**src/rtl/taylor_pkg.sv**
```systemverilog
// Shared types and helpers for the bfloat16 Taylor-datapath output stage.
//   rnd_mode_t          : IEEE rounding modes as carried on rndMode_i
//   FLAG_*              : bit positions inside the sticky flag vector
//   PLUS_INF_BF16       : +infinity encoding (sign bit ORed in by the user)
//   MAX_FIN_BF16        : +largest finite encoding
//   FUNC_rndInc         : round-up decision for a given mode and G/R/S
package taylor_pkg;

  typedef enum logic [1:0] {
    RND_RNE = 2'd0,
    RND_RTZ = 2'd1,
    RND_RDN = 2'd2,
    RND_RUP = 2'd3
  } rnd_mode_t;

  localparam int FLAG_NX   = 0;
  localparam int FLAG_UF   = 1;
  localparam int FLAG_OF   = 2;
  localparam int FLAG_DROP = 3;

  localparam logic [15:0] PLUS_INF_BF16 = 16'h7F80;
  localparam logic [15:0] MAX_FIN_BF16  = 16'h7F7F;

  function automatic logic FUNC_rndInc(input logic      s,
                                       input rnd_mode_t mode,
                                       input logic      lsb,
                                       input logic      g,
                                       input logic      r,
                                       input logic      st);
    logic nx;
    nx = g | r | st;
    case (mode)
      RND_RNE: return g & (r | st | lsb);
      RND_RTZ: return 1'b0;
      RND_RDN: return s & nx;
      RND_RUP: return ~s & nx;
      default: return 1'b0;
    endcase
  endfunction

endpackage

```
**src/rtl/lamp_fpu_tay_res_fifo.sv**
```systemverilog
// Synchronous DEPTH x 16 result FIFO.
//   clk, rst           : clock, synchronous active-high reset
//   push_i, data_i     : write request and data; ignored when full unless
//                        a pop happens in the same cycle
//   pop_i              : read request; ignored when empty
//   data_o             : head entry (register contents, not a bypass)
//   full_o, empty_o    : status
//   count_o            : occupancy 0..DEPTH
module lamp_fpu_tay_res_fifo #(
  parameter int DEPTH = 4
) (
  input  logic                       clk,
  input  logic                       rst,
  input  logic                       push_i,
  input  logic                       pop_i,
  input  logic [15:0]                data_i,
  output logic [15:0]                data_o,
  output logic                       full_o,
  output logic                       empty_o,
  output logic [$clog2(DEPTH):0]     count_o
);

  localparam int PTR_W = $clog2(DEPTH);
  localparam int CNT_W = PTR_W + 1;

  logic [15:0]      mem_q [DEPTH];
  logic [15:0]      mem_d [DEPTH];
  logic [PTR_W-1:0] wr_ptr_q, wr_ptr_d;
  logic [PTR_W-1:0] rd_ptr_q, rd_ptr_d;
  logic [CNT_W-1:0] count_q, count_d;
  logic             push_ok, pop_ok;

  assign full_o  = (count_q == CNT_W'(DEPTH));
  assign empty_o = (count_q == '0);
  assign count_o = count_q;
  assign data_o  = mem_q[rd_ptr_q];

  // A pop frees the head slot in the same cycle, so a full FIFO can still
  // accept a write when it is also being read.
  assign pop_ok  = pop_i & ~empty_o;
  assign push_ok = push_i & (~full_o | pop_ok);

  always_comb begin
    mem_d    = mem_q;
    wr_ptr_d = wr_ptr_q;
    rd_ptr_d = rd_ptr_q;
    count_d  = count_q;
    if (push_ok) begin
      mem_d[wr_ptr_q] = data_i;
      wr_ptr_d        = wr_ptr_q + PTR_W'(1);
    end
    if (pop_ok) begin
      rd_ptr_d = rd_ptr_q + PTR_W'(1);
    end
    case ({push_ok, pop_ok})
      2'b10:   count_d = count_q + CNT_W'(1);
      2'b01:   count_d = count_q - CNT_W'(1);
      default: count_d = count_q;
    endcase
  end

  always_ff @(posedge clk) begin
    if (rst) begin
      for (int i = 0; i < DEPTH; i++) mem_q[i] <= '0;
      wr_ptr_q <= '0;
      rd_ptr_q <= '0;
      count_q  <= '0;
    end else begin
      mem_q    <= mem_d;
      wr_ptr_q <= wr_ptr_d;
      rd_ptr_q <= rd_ptr_d;
      count_q  <= count_d;
    end
  end

endmodule

```
**src/rtl/lamp_fpu_tay_rnd_out.sv**
```systemverilog
// Rounding, packing and output buffering for the bfloat16 Taylor multiplier.
//   valid_i, s/e/f_res_i, is*_i, rndMode_i : unrounded multiplier result
//   ready_o                                : credit, room for one more issue
//   result_o, valid_o, ready_i             : FIFO head toward the consumer
//   flags_o, flagsClr_i                    : sticky {DROP, OF, UF, NX}
module lamp_fpu_tay_rnd_out
  import taylor_pkg::*;
#(
  parameter int DEPTH = 4
) (
  input  logic        clk,
  input  logic        rst,
  input  logic        valid_i,
  input  logic        s_res_i,
  input  logic [7:0]  e_res_i,
  input  logic [11:0] f_res_i,
  input  logic        isOverflow_i,
  input  logic        isUnderflow_i,
  input  logic        isToRound_i,
  input  logic [1:0]  rndMode_i,
  output logic        ready_o,
  output logic [15:0] result_o,
  output logic        valid_o,
  input  logic        ready_i,
  output logic [3:0]  flags_o,
  input  logic        flagsClr_i
);

  localparam int CNT_W = $clog2(DEPTH) + 1;

  rnd_mode_t        mode;
  logic             nx_raw, inc, ovf, away;
  logic [8:0]       mant_in, mant_sum, e_sum;
  logic [6:0]       frac_rnd;
  logic [15:0]      res_c;
  logic [2:0]       flg_c;

  logic             stage_valid_q, stage_valid_d;
  logic [15:0]      stage_res_q, stage_res_d;
  logic [2:0]       stage_flg_q, stage_flg_d;   // {OF, UF, NX}
  logic [3:0]       flags_q, flags_d;

  logic             fifo_full, fifo_empty, fifo_pop, drop;
  logic [CNT_W-1:0] fifo_count;
  logic [CNT_W:0]   credit_sum;

  always_comb begin
    mode   = rnd_mode_t'(rndMode_i);
    nx_raw = |f_res_i[2:0];
    inc    = FUNC_rndInc(s_res_i, mode, f_res_i[3], f_res_i[2], f_res_i[1], f_res_i[0]);
    // f[11] is a producer-side overflow bit that a conforming multiplier
    // never sets; it is masked out of the mantissa.
    mant_in  = {f_res_i[11] & 1'b0, f_res_i[10:3]};
    mant_sum = mant_in + {8'd0, inc};
    e_sum    = {1'b0, e_res_i};
    frac_rnd = mant_sum[6:0];
    if (mant_sum[8]) begin
      e_sum    = e_sum + 9'd1;
      frac_rnd = '0;
    end else if ((e_res_i == 8'd0) && mant_sum[7]) begin
      // subnormal rounded up into the smallest normal
      e_sum = 9'd1;
    end
    ovf  = isOverflow_i | (e_sum >= 9'd255);
    away = (mode == RND_RNE) | ((mode == RND_RUP) & ~s_res_i) | ((mode == RND_RDN) & s_res_i);

    res_c = {s_res_i, e_res_i, f_res_i[9:3]};
    flg_c = '0;
    if (isToRound_i || isOverflow_i) begin
      if (ovf) begin
        res_c = (away ? PLUS_INF_BF16 : MAX_FIN_BF16) | {s_res_i, 15'd0};
        flg_c = 3'b101;
      end else begin
        res_c = {s_res_i, e_sum[7:0], frac_rnd};
        flg_c = {1'b0, isUnderflow_i & nx_raw, nx_raw};
      end
    end

    stage_valid_d = valid_i;
    stage_res_d   = valid_i ? res_c : stage_res_q;
    stage_flg_d   = valid_i ? flg_c : stage_flg_q;
  end

  lamp_fpu_tay_res_fifo #(.DEPTH(DEPTH)) u_fifo (
    .clk     (clk),
    .rst     (rst),
    .push_i  (stage_valid_q),
    .pop_i   (fifo_pop),
    .data_i  (stage_res_q),
    .data_o  (result_o),
    .full_o  (fifo_full),
    .empty_o (fifo_empty),
    .count_o (fifo_count)
  );

  assign valid_o  = ~fifo_empty;
  assign fifo_pop = valid_o & ready_i;
  assign drop     = stage_valid_q & fifo_full & ~fifo_pop;

  // Count every result already committed to the pipe so nothing issued
  // while ready_o is high can ever be dropped.
  assign credit_sum = {1'b0, fifo_count} + {{CNT_W{1'b0}}, stage_valid_q}
                    + {{CNT_W{1'b0}}, valid_i};
  assign ready_o    = credit_sum < (CNT_W + 1)'(DEPTH);

  always_comb begin
    flags_d = flags_q & ~{4{flagsClr_i}};
    if (stage_valid_q) begin
      flags_d[FLAG_NX]   = flags_d[FLAG_NX] | stage_flg_q[0];
      flags_d[FLAG_UF]   = flags_d[FLAG_UF] | stage_flg_q[1];
      flags_d[FLAG_OF]   = flags_d[FLAG_OF] | stage_flg_q[2];
      flags_d[FLAG_DROP] = flags_d[FLAG_DROP] | drop;
    end
  end

  assign flags_o = flags_q;

  always_ff @(posedge clk) begin
    if (rst) begin
      stage_valid_q <= 1'b0;
      stage_res_q   <= '0;
      stage_flg_q   <= '0;
      flags_q       <= '0;
    end else begin
      stage_valid_q <= stage_valid_d;
      stage_res_q   <= stage_res_d;
      stage_flg_q   <= stage_flg_d;
      flags_q       <= flags_d;
    end
  end

endmodule
```
**config.mk**
```make
export PLATFORM = sky130hd
export DESIGN_NAME = lamp_fpu_tay_rnd_out
export DESIGN_NICKNAME = d
export VERILOG_FILES = /design/src/rtl/taylor_pkg.sv /design/src/rtl/lamp_fpu_tay_res_fifo.sv /design/src/rtl/lamp_fpu_tay_rnd_out.sv
export SDC_FILE = /design/constraint.sdc
export NUM_CORES = 1
export LEC_CHECK = 0
export ABC_AREA = 0
export CORE_ASPECT_RATIO = 0.9
export CORE_UTILIZATION = 25
export DETAILED_ROUTE_END_ITERATION = 16
export SYNTH_ARGS = -nofsm -noshare
export SYNTH_HDL_FRONTEND = slang
export SYNTH_SLANG_ARGS = --single-unit
```
**constraint.sdc**
```tcl
create_clock -name clk -period 9.8 [get_ports clk]
set_input_delay 1.96 -clock clk [delete_from_list [all_inputs] [get_ports clk]]
set_output_delay 1.96 -clock clk [all_outputs]
set_load 0.05 [all_outputs]
```
-- Yosys cells after proc, flatten, opt, wreduce, memory -nomap -nowiden
Index checks and enable logic that the tools add are counted.
- bits of input ports: 31
- word-level logic and storage cells: 87
- register bits: 95
- memory bits (read-only): 0
- bits in latches: 0
- output and inout port bits: 22
- bits in writable memories: 0
- memories kept: 0
- reduce and logical (&&, ||, !) cells: 8
- $add $sub $neg: 8
- multiplexer cells: 17
- shift-type cells: 0
- equal/unequal tests: 6
- divide/modulo/power cells: 0
- multipliers: 0
- bitwise logic cells: 32
- order comparisons: 5
- operators by type and width (operator ; count):
    $mux 16 ; 5
    $bwmux 64 ; 1
    $bmux 16 s2 ; 1
    $demux 16 s2 ; 1
    $mux 8 ; 2
    $or 15x16->16 ; 1
    $or 1x1->1 ; 12
    $and 1x1->1 ; 11
    $add 8x1->9 ; 1
    $add 8x1->9 const B ; 1
    $ge 9x8->1 const B ; 1
    $mux 9 ; 1
    $logic_not 8->1 ; 1
    $mux 7 ; 1
    $eq 2x2->1 const B ; 3
    $ge 3x3->1 const B ; 2
    $mux 3 ; 2
    $not 2->3 ; 2
    $pmux 3 s2 ; 1
    $add 2x1->2 const B ; 2
    $add 3x1->4 ; 1
    $add 4x1->4 ; 1
    $and 4x4->4 ; 1
    $eq 2x1->1 const B ; 2
    15 further kinds ; 19

-- Logic depth before layout (Yosys ltp)
- depth after elaboration: 12
- depth in mapped cells: 16

-- Modules after synthesis
A second synthesis with hierarchy kept.
- cell total of the unflattened synthesis: 505
- area total of the unflattened synthesis: 4971.0 µm²
- by module, submodules not included (module ; instances ; cells each ; area an instance (µm²)):
    lamp_fpu_tay_res_fifo ; 1 ; 296 ; 3370.7
    lamp_fpu_tay_rnd_out ; 1 ; 209 ; 1600.3

-- Worst setup path after synthesis
Ideal clock, no wire load.
- path type: input -> output
- from: input port valid_i
- to: output port ready_o
- setup slack: 4.788 ns
- arrival time: 3.052 ns
- stages on the path: 4
- cells stage by stage: ha_1 a21oi_1 nor2_1 nor2_1
- longest elaborated chain between the ends: 2
- RTL lines (item ; line ; source):
    start: declaration ; lamp_fpu_tay_rnd_out.sv:13 ; input logic valid_i,
    $add 4x1->4 ; lamp_fpu_tay_rnd_out.sv:103 ; + {{CNT_W{1'b0}}, valid_i};
    $lt 4x3->1 ; lamp_fpu_tay_rnd_out.sv:104 ; assign ready_o = credit_sum < (CNT_W + 1)'(DEPTH);
    end: declaration ; lamp_fpu_tay_rnd_out.sv:21 ; output logic ready_o,
No other way between the ends.

-- Final worst setup path
Ends and elaborated chain as after synthesis.

==> flow_summary.yaml <==
status:
  status: "finished, final reports clean"
synthesis:
  ys_ff_latch: 95
  post_synth.cell_area_avg_um2: 8.321
  ys_seq_area_share_pct: 39.96
  edff_count_synth: 0
  synth_top_flop_cell: "sky130_fd_sc_hd__dfxtp_1"
  synthesis.area_um2: 4760
  synth_top_area_share_pct: 39.96
  async_flop_share_pct: 0
  post_synth_main_area_contributors: "sky130_fd_sc_hd__dfxtp_1 (40%), sky130_fd_sc_hd__nand2_1 (12%), sky130_fd_sc_hd__a21oi_1 (8.6%)"
  synth_nets: 615
  synthesis.instances: 572
  synth_top_area_cell: "sky130_fd_sc_hd__dfxtp_1"
  warnings_from_yosys: 0
  synthDistinctLibCells: 63
timing:
  grt_setup_unrepaired: "false"
  timing.final.crit_period_ns: 6.300
  final.period_utilization_pct: 64.29
  timing_max_transition_violations_final: 0
  fin_skew_ns: 0.008038
  max_freq_ghz: 0.1587
  hold_viol: 0
  slew_headroom_pct: 34.88
  worst_slew_pin_slew_ns: 0.9754
  fin_setup_tns_ns: 0
  setup_violations: 0
worst_setup_path:
  category_of_the_worst_setup_path_capture_point: "primary output"
  r2r.worst_path.cells: 9
  setup.reg_to_reg.worst_slack_ns: 7.34
  crit_path_start_kind: "input pin"
  worstPathArrival_ns: 4.34
  setup.worst_path.class: "input pin to primary output"
  worst-endpoint-required_ns: 7.84
  worst-path-max-fanout: 19
  worstPathCellList: "clkdlybuf4s50_1 -> ha_1 -> a21oi_1 -> nor2_1 -> nor2_1 -> clkdlybuf4s50_1"
  crit_path_max_incr_delay_ns: 0.95
  crit-reg2reg-launch: "u_fifo.count_o[0]"
  critPathSlowestCell: "sky130_fd_sc_hd__clkdlybuf4s50_1"
  timing.critical_path.from: "valid_i"
min_path:
  worst_hold_path.num_cells: 2
  timing.hold.worst.class: "flip-flop to flip-flop"
  hold_start: "u_fifo.mem_q[37]"
floorplan:
  boundaryPins: 53
  placementRows: 47
  floorplan.die.height_um: 132.9
  core-area_um2: 18520
  initial_utilization_pct: 25.69
  chipWidth_um: 147.4
  die_area_um2: 19590
clocking:
  clock-root-buffer: "sky130_fd_sc_hd__clkbuf_16"
  hold_buffers_post_cts: 0
  cts-htree-levels: 3
  clkLatencyLatePin_ns: 0.34
  post_cts.repair.setup_buffers: 0
  cts_tree: "yes"
  clk_pin_slew_worst_paths_ns: 0.06
  clock_tree.buffer_depth: 2
  cts_num_sinks: 95
  post_cts_resized: 0
  cts-buffers-inserted: 9
finish:
  areaGrowthSynthToFinish_pct: 19.19
  drive_gt1_share_pct: 8.652
  number_of_fill_cells_in_the_layout: 1956
  layout.nets: 639
  multi_input_logic_area_um2: 2587
  final_std_cells_w_o_fill: 846
  n_antenna_cell: 0
  layout.area.seq_um2: 1902
  fin_util_pct: 30.62
pwr:
  power.density_nw_per_um2: 173.4
  max_ir_drop_vdd_uv: 201.4
  p_leak_nw: 1.847
grt:
  wire_length_of_the_first_global_routing_pass_um: 20200
  grt_max_degree: 89
  number_of_global_route_vias_before_repair: 3899
  antenna_found_initial: 0
  grt_util_all_layers_pct: 13.11
  global_route_overflow: 0
route:
  via_count: 4061
  route.final.wire_length_um: 12460
  detail_route.drc_violations: 0
  drt.antenna.violating_nets: 0
  detailedRoute.firstIterationViolations: 314
  post_drt_via_cell_ratio: 4.800
  drtPass1Iterations: 4
  drt-wirelength-per-cell_um: 14.73
placement:
  finalWeightedCongestion: 0.8109
  post-dp-hpwl_um: 8318
  port_buffers: 51
  place.detailed.instances: 830
run:
  drv.max_cap_violation_count: 0
[critical path, delay by kind of cell]
family                     cells  cell delay, ns
AOI/OAI and AO/OA              1            0.14
adders and majority gates      1            0.35
buffers and inverters          2            1.76
and+or+nand+nor                2            0.13
[synth_stat cells, types with 3 or more instances]
library cell / number
sky130_fd_sc_hd__a21oi_1: 82
sky130_fd_sc_hd__a22oi_1: 6
sky130_fd_sc_hd__a311oi_1: 4
sky130_fd_sc_hd__and2_1: 9
sky130_fd_sc_hd__buf_2: 3
sky130_fd_sc_hd__buf_6: 6
sky130_fd_sc_hd__clkbuf_1: 27
sky130_fd_sc_hd__dfxtp_1: 95
sky130_fd_sc_hd__ha_1: 11
sky130_fd_sc_hd__inv_1: 17
sky130_fd_sc_hd__mux2i_1: 5
sky130_fd_sc_hd__mux4_2: 16
sky130_fd_sc_hd__nand2_1: 155
sky130_fd_sc_hd__nand3_1: 8
sky130_fd_sc_hd__nand4_1: 7
sky130_fd_sc_hd__nor2_1: 33
sky130_fd_sc_hd__nor3_1: 8
sky130_fd_sc_hd__nor4b_1: 3
sky130_fd_sc_hd__o211ai_1: 5
sky130_fd_sc_hd__o21ai_0: 12
sky130_fd_sc_hd__o31ai_1: 5
sky130_fd_sc_hd__or2_2: 3
sky130_fd_sc_hd__xor2_1: 4
[cell families after synthesis]
family,count (synthesis),synth area share (%)
XOR/XNOR,6,1.104
buffers and inverters,57,5.678
AO/OA/AOI/OAI,136,18.24
adder cells (fa/ha/maj),12,3.312
AND/OR/NAND/NOR,245,23.08
flip-flops,95,39.96
multiplexers,21,8.623
[power by group]
group,switching [mW],internal (mW),total [mW]
combinational,0.125,0.0856,0.211
sequential,0.0227,0.404,0.427
clock,0.141,0.205,0.346
total,0.289,0.694,0.984
[stage by stage]
step	area (um2)	hold slack, ns	setup slack [ns]	power, mW
floorplan	4760	0.4324	4.788	0.5833
global placement	5380	0.4404	3.481	0.6481
detailed placement	5380	0.4449	3.494	0.6485
CTS	5673	0.4537	3.482	0.9973
global route	5673	0.4674	3.392	1.031
finish	5673	0.4510	3.500	0.9837
[placed cells by master (no fill, tap or decap), types with 2 or more instances in the layout]
cell and count:
sky130_fd_sc_hd__a21oi_1 82, sky130_fd_sc_hd__a22oi_1 6, sky130_fd_sc_hd__a2bb2oi_1 2, sky130_fd_sc_hd__a311oi_1 4, sky130_fd_sc_hd__and2_1 9, sky130_fd_sc_hd__and3_2 2, sky130_fd_sc_hd__buf_4 2, sky130_fd_sc_hd__clkbuf_1 3
sky130_fd_sc_hd__clkbuf_16 9, sky130_fd_sc_hd__clkdlybuf4s50_1 50, sky130_fd_sc_hd__dfxtp_1 95, sky130_fd_sc_hd__ha_1 11, sky130_fd_sc_hd__inv_1 17, sky130_fd_sc_hd__mux2i_1 5, sky130_fd_sc_hd__mux4_2 16, sky130_fd_sc_hd__nand2_1 155
sky130_fd_sc_hd__nand3_1 8, sky130_fd_sc_hd__nand4_1 7, sky130_fd_sc_hd__nor2_1 33, sky130_fd_sc_hd__nor3_1 8, sky130_fd_sc_hd__nor4b_1 3, sky130_fd_sc_hd__o211ai_1 5, sky130_fd_sc_hd__o21ai_0 12, sky130_fd_sc_hd__o21ai_4 2
sky130_fd_sc_hd__o22ai_1 2, sky130_fd_sc_hd__o31ai_1 5, sky130_fd_sc_hd__or2_2 3, sky130_fd_sc_hd__or3_1 2, sky130_fd_sc_hd__xnor2_1 2, sky130_fd_sc_hd__xor2_1 4
[registers in the layout (all words and copies together) (netlist names)]
name,flops
stage_res_q,16
flags_o,4
stage_flg_q,3
u_fifo.mem_q,64
u_fifo.count_o,3
u_fifo.rd_ptr_q,2
u_fifo.wr_ptr_q,2
stage_valid_q,1
[area by class of cell]
class	count	area share, %
clock buffer	13	4.411
sequential	95	33.52
tap	245	5.404
clock inverter	3	0.7499
timing repair buffer	53	9.175
multi-input combinational	420	45.61
inverter	17	1.125
[path summary, 6_finish.rpt]
check / to
max: ready_o
min: u_fifo.mem_q[37]
min reg2reg: u_fifo.mem_q[37]
max reg2reg: u_fifo.count_o[2]
[per-layer routing]
metal / up-vias / GRT usage [%] / wire length, um
met4: 0 / 4.296 / 106
li1: 2036 / - / -
met5: - / 0 / 0
met3: 10 / 2.414 / 597
met1: 1927 / 17.14 / 5915
met2: 88 / 21.67 / 5843
No activity file was read; power rests on OpenSTA's default activity.
==> RTL change 1 (same settings) <==
Make the reset (`rst`) asynchronous in 2 clocked blocks. Comments in the files are not updated.
--- a/src/rtl/lamp_fpu_tay_res_fifo.sv
+++ b/src/rtl/lamp_fpu_tay_res_fifo.sv
@@ -61,3 +61,3 @@
 
-  always_ff @(posedge clk) begin
+  always_ff @(posedge clk or posedge rst) begin
     if (rst) begin
--- a/src/rtl/lamp_fpu_tay_rnd_out.sv
+++ b/src/rtl/lamp_fpu_tay_rnd_out.sv
@@ -117,3 +117,3 @@
 
-  always_ff @(posedge clk) begin
+  always_ff @(posedge clk or posedge rst) begin
     if (rst) begin
Function: differs if rst is asserted again (counterexample within 4 cycles, from zero or initial values and one cycle with rst high); with rst held inactive, the same outputs for 4 cycles.
==> RTL change 1 against the unedited design <==
  * Synthesized area increased by 3.6%
  * Routed wire length decreased by 9.2%
  * Critical path depth unchanged
  * Worst setup slack improved by 0.036 ns
  * Design area increased by 4.7%
  * Sequential cell count unchanged
  * Worst hold slack improved by 0.049 ns
  * Non-clock buffer count unchanged
  * First-iteration DRC count decreased by 35%
  * Core utilization increased by 0.27 points
  * Die area increased by 3.5%
  * Via count decreased by 18%
Power is not compared: it rests on default switching activity, and its combinational part moved more than twofold at a synthesized area within 25%.
==> RTL change 1: results <==
group,metric,value,unit
global_routing,grt_pass1_wl,18600,um
logic_synthesis,yosys.area_share.adder,3.20,%
logic_synthesis,synthArstFlopShare,100,%
placed_design,gp_congestion,0.775,
logic_synthesis,synth_top_family_by_area,"multiplexers",
global_routing,grtUsageMet1,16.2,%
global_routing,grt_max_degree,94,
logic_synthesis,muxShareOfSynthArea,23.0,%
setup_path,rr_startpoint,"u_fifo.count_o[0]",
drt,viasPerCell,4.77,
logic_synthesis,synth_area_leaders,"dfrtp_1, mux2_2, mux4_2, ha_1, o21ai_0",
logic_synthesis,yosysUniqueCellTypes,59,
drt,first_iter_violations,203,
drt,wl_met2,5410,um
global_routing,grt_util_met2,19.3,%
drt,avgRoutedWirePerCell,16.2,um
finish,nets,485,
run_status,status,"complete, no violations",
logic_synthesis,ys_seq_area_share,48.2,%
logic_synthesis,synth_xor_area_share,2.49,%
sta,slew_headroom,22.4,%
logic_synthesis,synth_common_cells,"dfrtp_1, mux2_2, nand2_1",
logic_synthesis,synth_compound_area_share,9.44,%
drt,route.met3.wl,378,um
sta,fin_skew,0.00475,ns
setup_path,cp_max_fo,18,
worst_hold_path,hp-start,"u_fifo.mem_q[16]",
global_routing,use_met3,2.05,%
global_routing,grt_pass1_vias,3424,
drt,m1WireLength,5340,um
-- RTL change 1: cell count changes after synthesis, sizes merged, moves of 20 or more --
cell   before  now
mux2        0   66
a21oi      83   16
nand2     155   26
nor2       34   14
dfrtp       0   95
dfxtp      95    0
-- RTL change 1: power by group --
part | total (W) | switching, W | internal (W)
clock network | 0.000320 | 0.000147 | 0.000173
registers | 0.000661 | 0.000108 | 0.000553
logic | 0.000891 | 0.000485 | 0.000406
total | 0.00187 | 0.000740 | 0.00113
-- RTL change 1: worst paths after layout --
kind	to	slack, ns	cells after the start
min in group asynchronous	u_fifo.mem_q[44]	1.78	2
max in group asynchronous	u_fifo.count_o[0]	6.71	3
worst min register to register	u_fifo.mem_q[16]	0.50	1
worst max-delay path	ready_o	3.54	6
worst max register to register	u_fifo.mem_q[53]	7.45	4
worst min-delay path	u_fifo.mem_q[16]	0.50	1
-- RTL change 1: worst max-delay path, cell delays in order --
cell	delay, ns
clkdlybuf4s50_1	0.91
ha_1	0.35
a21oi_1	0.15
nor2_1	0.05
nor2_1	0.08
clkdlybuf4s50_1	0.80
-- RTL change 1: final cells by class --
type,instances,share of cell area [%]
Clock buffer,10,3.86
Clock inverter,6,0.738
Inverter,18,1.16
Multi-Input combinational cell,265,40.1
Sequential cell,95,40.0
Tap cell,250,5.27
Timing Repair Buffer,53,8.85
-- RTL change 1: per-stage QoR --
stage / area [um^2] / std cells / setup WS (ns) / util (%) / hold WS [ns]
floorplan: 4930 / 397 / 4.79 / - / 0.454
global route: 5940 / 697 / 3.36 / 30.9 / 0.513
finish: 5940 / 697 / 3.54 / 30.9 / 0.500
detailed placement: 5660 / 681 / 3.49 / 29.5 / 0.489
CTS: 5940 / 697 / 3.47 / 30.9 / 0.504
global placement: 5660 / 681 / 3.49 / 29.5 / 0.482
==> RTL change 2 (same flow settings) <==
Without the edit above. `DEPTH` is set to 4 in 2 places; all go to 8.
--- a/src/rtl/lamp_fpu_tay_res_fifo.sv
+++ b/src/rtl/lamp_fpu_tay_res_fifo.sv
@@ -9,3 +9,3 @@
 module lamp_fpu_tay_res_fifo #(
-  parameter int DEPTH = 4
+  parameter int DEPTH = 8
 ) (
--- a/src/rtl/lamp_fpu_tay_rnd_out.sv
+++ b/src/rtl/lamp_fpu_tay_rnd_out.sv
@@ -8,3 +8,3 @@
 #(
-  parameter int DEPTH = 4
+  parameter int DEPTH = 8
 ) (
Function: changed (Yosys sat finds a counterexample within 4 cycles, from zero or initial values and one cycle with rst high).
==> RTL change 2 against the unedited design <==
  * The run now ends with design-rule violations left
  * Synthesized area grew 60%
  * Fmax grew 1.1%
  * Global-route usage grew 1.0 points
  * Count of clock-buffer cells in the layout grew 9
  * Highest routed layer unchanged
  * Design area grew 59%
  * Via count grew 56%
  * First-iteration DRC count grew 47%
  * Routed wire length grew 72%
  * Worst setup slack gained 0.067 ns
  * Sequential cell count grew 67
  * Largest power group unchanged
  * Power grew 70%
==> RTL change 2: results <==
group,metric,value,unit
finish,sh_seq_area,35.9,%
drt,avgRoutedWirePerCell,16.2,um
finish,layout-drive-gt1-share,12.0,%
clock_tree,ctsHoldBuffers,0,
clock_tree,cts_buffers,17,
placed_design,gp_congestion,0.800,
global_routing,grt_util_met2,23.4,%
power_and_ir_drop,powerDensity,185,nW/um^2
die,nWellTaps,403,
global_routing,use_met3,2.57,%
finish,n_clock_buffer,22,
drt,first_iter_violations,463,
logic_synthesis,synth_area_leaders,"dfxtp_1, nand2_1, a21oi_1, mux4_2, clkbuf_1",
clock_tree,insertion_delay,0.43,ns
finish,final.fill_count,3174,
power_and_ir_drop,p_leak,2.91,nW
power_and_ir_drop,ir_drop,0.126,mV
finish,multi_input_area,4100,um^2
finish,clk_share,6.51,%
drt,wl_met2,10400,um
finish,num-nonclk-buffers,57,
finish,multi_input_gates,655,
placed_design,post_dp_cell_area,8440,um^2
clock_tree,htree_num_levels,4,
drt,first_pass_iters,13,
logic_synthesis,ys_seq_area_share,42.7,%
logic_synthesis,yosysUniqueCellTypes,62,
setup_path,cp_max_fo,24,
power_and_ir_drop,p_switching,0.000471,W
sta,fin_skew,0.0101,ns
run_status,violations,"design-rule violations",
sta,worst_pin_slew,1.19,ns
drt,drc,1,
drt,route.met3.wl,1100,um
global_routing,grt_usage,14.1,%
placed_design,pre_cts_ws,3.59,ns
finish,nets,948,
drt,vias,6316,
run_status,status,"complete, but fails checks",
placed_design,place_hpwl,13100,um
drt,m1WireLength,9690,um
finish,buffer_area_share,6.12,%
global_routing,grtUsageMet1,18.5,%
finish,nNonClkInverters,12,
global_routing,grt_pass1_vias,5993,
logic_synthesis,synth_nets,944,
[RTL change 2: cell count changes after synthesis, sizes merged, moves of 6 or more]
cell	delta
mux4	+16
o31ai	-6
a21oi	+65
clkbuf	+35
dfxtp	+67
nand2	+122
nand2b	+6
mux2	+17
[RTL change 2: through the flow]
stage                     std cells  power (W)
final                          1321    0.00167
after global routing           1321    0.00175
after CTS                      1321    0.00168
after detailed placement       1289    0.00102
after global placement         1289    0.00101
after floorplan                 901   0.000928
[RTL change 2: path summary, 6_finish.rpt]
check,startpoint,endpoint,slack [ns],cells after the start
worst min register to register,u_fifo.mem_q[95],u_fifo.mem_q[95],0.45,2
worst max register to register,u_fifo.count_o[0],u_fifo.count_o[3],7.15,11
worst max-delay path,valid_i,ready_o,3.57,6
worst min-delay path,u_fifo.mem_q[95],u_fifo.mem_q[95],0.45,2
[RTL change 2: worst max-delay path: stages]
cell and delay (ns):
clkdlybuf4s50_1 0.45, buf_4 0.27, ha_1 0.28, a21o_1 0.18, a31oi_1 0.25, clkdlybuf4s50_1 0.86
[RTL change 2: cell families after synthesis]
| group | after synthesis | synth area share [%] |
|---|---|---|
| flip-flops | 162 | 42.7 |
| AND/OR/NAND/NOR | 378 | 22.0 |
| AO/OA/AOI/OAI | 202 | 15.4 |
| multiplexers | 53 | 12.6 |
| XOR/XNOR | 10 | 1.15 |
| adder cells (fa/ha/maj) | 12 | 2.07 |
| buffers and inverters | 84 | 4.20 |
[RTL change 2: power groups by stage]
stage / clock [W] / combinational (W) / sequential, W
2_1_floorplan: 0 / 0.000224 / 0.000704
3_3_place_gp: 0 / 0.000280 / 0.000733
3_5_place_dp: 0 / 0.000283 / 0.000734
4_1_cts: 0.000680 / 0.000284 / 0.000720
5_1_grt: 0.000714 / 0.000308 / 0.000723
6_report: 0.000669 / 0.000282 / 0.000719
